File: config.mk
export PLATFORM = sky130hd
export DESIGN_NAME = wb_stage
export DESIGN_NICKNAME = d
export VERILOG_FILES = /design/src/rtl/wb_stage.sv
export SDC_FILE = /design/constraint.sdc
export NUM_CORES = 1
export LEC_CHECK = 0
export CAP_MARGIN = 20
export CORE_MARGIN = 2
export CORE_UTILIZATION = 45
export CTS_BUF_LIST = sky130_fd_sc_hd__clkbuf_8
export CTS_CLUSTER_SIZE = 20
export DETAILED_ROUTE_END_ITERATION = 10
export PLACE_DENSITY_LB_ADDON = 0.05
export SLEW_MARGIN = 20
export SYNTH_ARGS = -nofsm -noshare
export SYNTH_HDL_FRONTEND = slang
export SYNTH_SLANG_ARGS = --single-unit
File: constraint.sdc
create_clock -name clk -period 5.6 [get_ports clk]
set_input_delay 1.4 -clock clk [delete_from_list [all_inputs] [get_ports clk]]
set_output_delay 1.4 -clock clk [all_outputs]
set_load 0.05 [all_outputs]
File: src/rtl/wb_stage.sv
// wb_stage: MEM/WB register, load formatting and one-entry merge buffer for long-latency results.
module wb_stage #(
    parameter int WIDTH = 32
) (
    input  logic             clk,
    input  logic             rst,
    input  logic             mem_valid,
    input  logic             mem_regwrite,
    input  logic             mem_memtoreg,
    input  logic [2:0]       mem_load_type,
    input  logic [1:0]       mem_addr_lo,
    input  logic [WIDTH-1:0] mem_alu_result,
    input  logic [WIDTH-1:0] mem_rdata,
    input  logic [4:0]       mem_rd,
    input  logic             stall,
    input  logic             flush,
    input  logic             lu_valid,
    input  logic [4:0]       lu_rd,
    input  logic [WIDTH-1:0] lu_data,
    output logic             lu_ready,
    output logic             regwrite,
    output logic [4:0]       address_wb,
    output logic [WIDTH-1:0] data_wb,
    output logic             lu_pending,
    output logic [4:0]       lu_pending_rd
);
    logic             live, accept, buf_valid;
    logic [4:0]       buf_rd;
    logic [WIDTH-1:0] buf_data, fmt;
    logic [7:0]       b;
    logic [15:0]      h;

    always_comb begin
        b = mem_rdata[{mem_addr_lo, 3'b000} +: 8];
        h = mem_addr_lo[1] ? mem_rdata[31:16] : mem_rdata[15:0];
        fmt = !mem_memtoreg           ? mem_alu_result :
              mem_load_type == 3'b001 ? {{(WIDTH-8){b[7]}}, b} :
              mem_load_type == 3'b010 ? {{(WIDTH-8){1'b0}}, b} :
              mem_load_type == 3'b011 ? {{(WIDTH-16){h[15]}}, h} :
              mem_load_type == 3'b100 ? {{(WIDTH-16){1'b0}}, h} :
                                        mem_rdata;
    end

    assign live          = mem_valid & mem_regwrite & ~stall & ~flush & (mem_rd != 5'd0);
    assign accept        = lu_valid & ~buf_valid;
    assign lu_ready      = ~buf_valid;
    assign lu_pending    = buf_valid;
    assign lu_pending_rd = buf_rd;

    // Priority: pipeline, then buffered result, then bypass of a fresh long-latency result.
    always_ff @(posedge clk) begin
        if (rst) begin
            regwrite   <= 1'b0;
            address_wb <= '0;
            data_wb    <= '0;
            buf_valid  <= 1'b0;
            buf_rd     <= '0;
            buf_data   <= '0;
        end else begin
            regwrite <= 1'b0;
            if (live) begin
                regwrite   <= 1'b1;
                address_wb <= mem_rd;
                data_wb    <= fmt;
            end else if (buf_valid) begin
                regwrite   <= 1'b1;
                address_wb <= buf_rd;
                data_wb    <= buf_data;
                buf_valid  <= 1'b0;
            end else if (accept && lu_rd != 5'd0) begin
                regwrite   <= 1'b1;
                address_wb <= lu_rd;
                data_wb    <= lu_data;
            end
            if (accept && live && lu_rd != 5'd0) begin
                buf_valid <= 1'b1;
                buf_rd    <= lu_rd;
                buf_data  <= lu_data;
            end
        end
    end
endmodule

* Word-level counts from Yosys, hierarchy flattened *
Cells that the tools add are included.

word-level totals
  register bits = 76
  input bits = 119
  output and inout port bits = 45
  logic and storage cells = 43

cells by class
  equality and inequality tests = 5
  shifts and indexed selects = 1
  multiplexer cells = 17
  bitwise operators = 8
  reduce and logical (&&, ||, !) cells = 6

operators with widths
  operator              count
  $mux W32              8
  $shiftx A32 B6 Y8     1
  $mux W16              1
  $mux W5               3
  $reduce_bool A5 Y1    2
  $eq A3 B2 Y1 const B  2
  $and A1 B1 Y1         5
  $mux W1               5
  $eq A3 B1 Y1 const B  1
  $eq A3 B3 Y1 const B  1
  $logic_and A1 B1 Y1   3
  $not A1 Y1            3
  $reduce_bool A3 Y1    1
  $ne A2 B1 Y1 const B  1

* Logic depth before layout (Yosys ltp) *
  depth in word-level cells = 7
  depth in mapped cells = 8
  gate-level depth less buffers = 5

* Least setup slack after synthesis *
Ideal clock, no wire load.

  path type = input to register
  from = in mem_addr_lo[1]
  to = reg data_wb[21]
  library setup time = 134 ps
  data arrival time = 2905 ps
  data required time = 5466 ps
  setup slack = 2561 ps
  stages = 7
  buffers on the path = 2
  cells stage by stage = clkbuf_1 > mux2_2 > a311oi_2 > buf_2 > nor2_1 > o221ai_1 > a211oi_1

on the way
  word-level cells in the longest chain between the ends = 6
  elaborated cells between the ends (all ways) = 7
  classes of those cells = 1 x shift; 6 x mux

RTL lines
  element                                                                    RTL line  text
  start: declaration                                                         11        input logic [1:0] mem_addr_lo,
  parallel branches: the longest is 3 deep, another holds $shiftx A32 B6 Y8  --
  $mux W32 (*)                                                               37        mem_load_type == 3'b001 ? {{(WIDTH-8){b[7]}}, b} :
  $mux W32 (*)                                                               36        fmt = !mem_memtoreg ? mem_alu_result :
  $mux W32 (*)                                                               61        if (live) begin
  end signal: assignment                                                     64        data_wb <= fmt;
  end signal: assignment                                                     68        data_wb <= buf_data;
  end signal: assignment                                                     73        data_wb <= lu_data;
  end: declaration                                                           23        output logic [WIDTH-1:0] data_wb,

Every way passes the cells marked *.
A chain may end at the register's enable or synchronous reset.

* Worst setup path in the final report *
  from = in mem_addr_lo[1]
  to = reg data_wb[29]

Same word-level chain as after synthesis.

==> impl_metrics.env <==
export IMPL_fin_crit_ns=3.89
export IMPL_rsz0062_at_grt="false"
export IMPL_cts_buffers=9
export IMPL_yosys_area_top_type_share_pct=34.7
export IMPL_grt_max_degree=46
export IMPL_synth_seq_cells=76
export IMPL_synth_fa_ha_area_share_pct=0
export IMPL_synth_yosys_seq_area_share_pct=34.7
export IMPL_power_density_nw_per_um2=224
export IMPL_outcome="finished clean"
export IMPL_fillers=861
export IMPL_routed_wl_um=14800
export IMPL_cp_end_kind="flip-flop"
export IMPL_htreeDepth=3
export IMPL_clock_latency_ns=0.36
export IMPL_hold_path_end="buf_data[15]"
export IMPL_critical_path_required_ns=5.82
export IMPL_vias=4690
export IMPL_finalNonFillerCells=807
export IMPL_coreArea_sq_um=9590
export IMPL_die_height_um=103
export IMPL_drc=0
export IMPL_area_delta_synth_final_pct=40.9
export IMPL_cts_tree="done"
export IMPL_dieWidth_um=103
export IMPL_nets=788
export IMPL_slew_headroom_pct=32.8
export IMPL_antenna_found_initial=0
export IMPL_hpwl_um=10700
export IMPL_synthMuxAreaShare_pct=9.29
export IMPL_timing_rr_end="data_wb[15]"
export IMPL_total_power_mw=1.38
export IMPL_worst_pin_slew_ns=1.01
export IMPL_io_buffers=163
export IMPL_maxCapViolations=0
export IMPL_critPathArrivalTime_ns=4.11
export IMPL_min_path_cells=2
export IMPL_yosys_warnings=0
export IMPL_cts_buffer_depth=2
export IMPL_cpPeakStageDelay_ns=0.87
export IMPL_hold_buffers=0
export IMPL_clk_pin_slew_ns=0.09
export IMPL_setup_slack_ns=1.71
export IMPL_placedCellCount=791
export IMPL_antenna_cells=0
export IMPL_clock_sinks=76
export IMPL_worstPathCellList="clkdlybuf4s50_1 -> mux2_2 -> a311oi_2 -> nor2_1 -> o221ai_1 -> a211oi_1"
export IMPL_place_gp_congestion=0.961
export IMPL_synthTopCellsByArea="dfxtp_1 (35%), nand2_1 (6.9%), o211ai_1 (6.0%), nor2_1 (5.4%), a21oi_1 (5.4%)"
export IMPL_synthFlopType="dfxtp_1"
export IMPL_tns_ns=0
export IMPL_cts_setup_buffers=0
export IMPL_whs_ns=0.457
export IMPL_first_global_vias=4296
export IMPL_reg2regPathDepth=5
export IMPL_post_route_period_util_pct=69.4
export IMPL_avgRoutedWirePerCell_um=18.3
export IMPL_first_pass_iters=5
export IMPL_synth_top_family_by_area="compound AO/OA/AOI/OAI gates"
export IMPL_hold_path_class="flip-flop to flip-flop"
export IMPL_maxSlewViolCount=0
export IMPL_track_usage_pct=27.0
export IMPL_dp_slack_ns=1.40
export IMPL_pin_count=164
export IMPL_hold_viol=0
export IMPL_postSynthNetCount=660
export IMPL_holdCritStartpoint="buf_data[15]"
export IMPL_final_cell_mix="clkdlybuf4s50_1 (162), nand2_1 (81), dfxtp_1 (76)"
export IMPL_die_area_sq_um=10500
export IMPL_start_util_pct=45.6
export IMPL_overflow=0
export IMPL_placed_area_sq_um=5980
export IMPL_start_kind="input pin"
export IMPL_synth_xor_xnor_area_share_pct=0.200
export IMPL_rows=36
export IMPL_critPathMaxFanout=16
export IMPL_drtAntennaViolNets=0
export IMPL_slowest_stage="a311oi_2"
export IMPL_fmax_mhz=257
export IMPL_ys_types=43
export IMPL_synth_area_leader_cell="dfxtp_1"
export IMPL_synth_compound_area_share_pct=27.9
export IMPL_drtIter0Drc=259
export IMPL_utilization_pct=64.3
export IMPL_worstSetupPathType="input pin to flip-flop"
export IMPL_mostFrequentLayoutCell="clkdlybuf4s50_1"
export IMPL_synthArstFlopShare_pct=0
export IMPL_r2r_start="lu_pending"
export IMPL_cts_root_buffer="clkbuf_8"
export IMPL_synth_edf_count=0
export IMPL_setup_viol=0
export IMPL_synth_cell_area_sq_um=4380
export IMPL_synthCells=541
export IMPL_avgSynthCellArea_sq_um=8.09
export IMPL_r2r_slack_ns=3.58
export IMPL_grt_pass1_wl_um=22100
export IMPL_peakVddDrop_mv=0.191
export IMPL_design_area_sq_um=6170
export IMPL_layout_drive_gt1_share_pct=8.31
export IMPL_synthSimpleGateAreaFrac_pct=21.8
export IMPL_vias_per_cell=5.81
export IMPL_leakage_nw=2.13
export IMPL_cts_resized=0
export IMPL_skew_ns=0.0116
==> registers in the layout, summed over array words and instances, names as in the netlist <==
name           flops
lu_pending_rd      5
buf_data          32
data_wb           32
address_wb         5
lu_pending         1
regwrite           1
==> where the power goes <==
group / internal [mW] / switching [mW] / leakage [nW]
Combinational: 0.174 / 0.212 / 1.41
Sequential: 0.566 / 0.0155 / 0.622
Clock: 0.172 / 0.241 / 0.0971
Total: 0.912 / 0.468 / 2.13
==> final cells by class <==
class / count / area, sq um / area share [%]
clock buffer: 9 / 124 / 2.01
clock inverter: 7 / 63.8 / 1.03
inverter: 3 / 11.3 / 0.182
multi-input combinational: 408 / 2600 / 42.1
sequential: 76 / 1520 / 24.7
tap: 133 / 166 / 2.70
timing repair buffer: 171 / 1690 / 27.3
==> per-layer routing <==
metal  up-vias  routed length [um]  global-route usage, %
met2       201                6940                   43.7
met5         -                   0                      0
met1      2199                6430                   37.0
met3        22                1100                   4.07
met4         0                 327                   8.92
li1       2268                   -                      -
==> synthesized netlist by cell type (all sizes together), types with 6 or more instances <==
cell	instances
nor3	9
o21ai	13
mux2	13
a211oi	27
nor3b	8
nand3	7
o221ai	16
nor2	63
mux4	8
a311oi	10
mux2i	8
or3	25
nand2b	6
o211a	6
clkbuf	29
o211ai	35
buf	25
o32ai	6
a21oi	47
nand2	81
dfxtp	76
==> kinds of logic (layout without fill, tap and decap cells) <==
logic type      after synthesis  in the layout
flops                        76             76
xor+xnor                      1              1
buf+inv                      57            190
mux                          29             29
compound gates              170            170
simple gates                208            208
==> worst max path at each step <==
stage,start,end,slack [ns]
4_1_cts,mem_rd[1],data_wb[15],1.78
3_3_place_gp,mem_rd[1],data_wb[15],1.40
6_report,mem_addr_lo[1],data_wb[29],1.71
2_1_floorplan,mem_addr_lo[1],data_wb[21],2.56
3_5_place_dp,mem_rd[1],data_wb[15],1.40
5_1_grt,mem_rd[1],data_wb[15],1.52
==> critical path: cells and delay by family <==
kind | cells | cell delay (ns)
multiplexers | 1 | 0.42
AO/OA/AOI/OAI | 3 | 1.31
AND/OR/NAND/NOR | 1 | 0.11
buffers and inverters | 1 | 0.86
(Power assumes the default switching activity.)
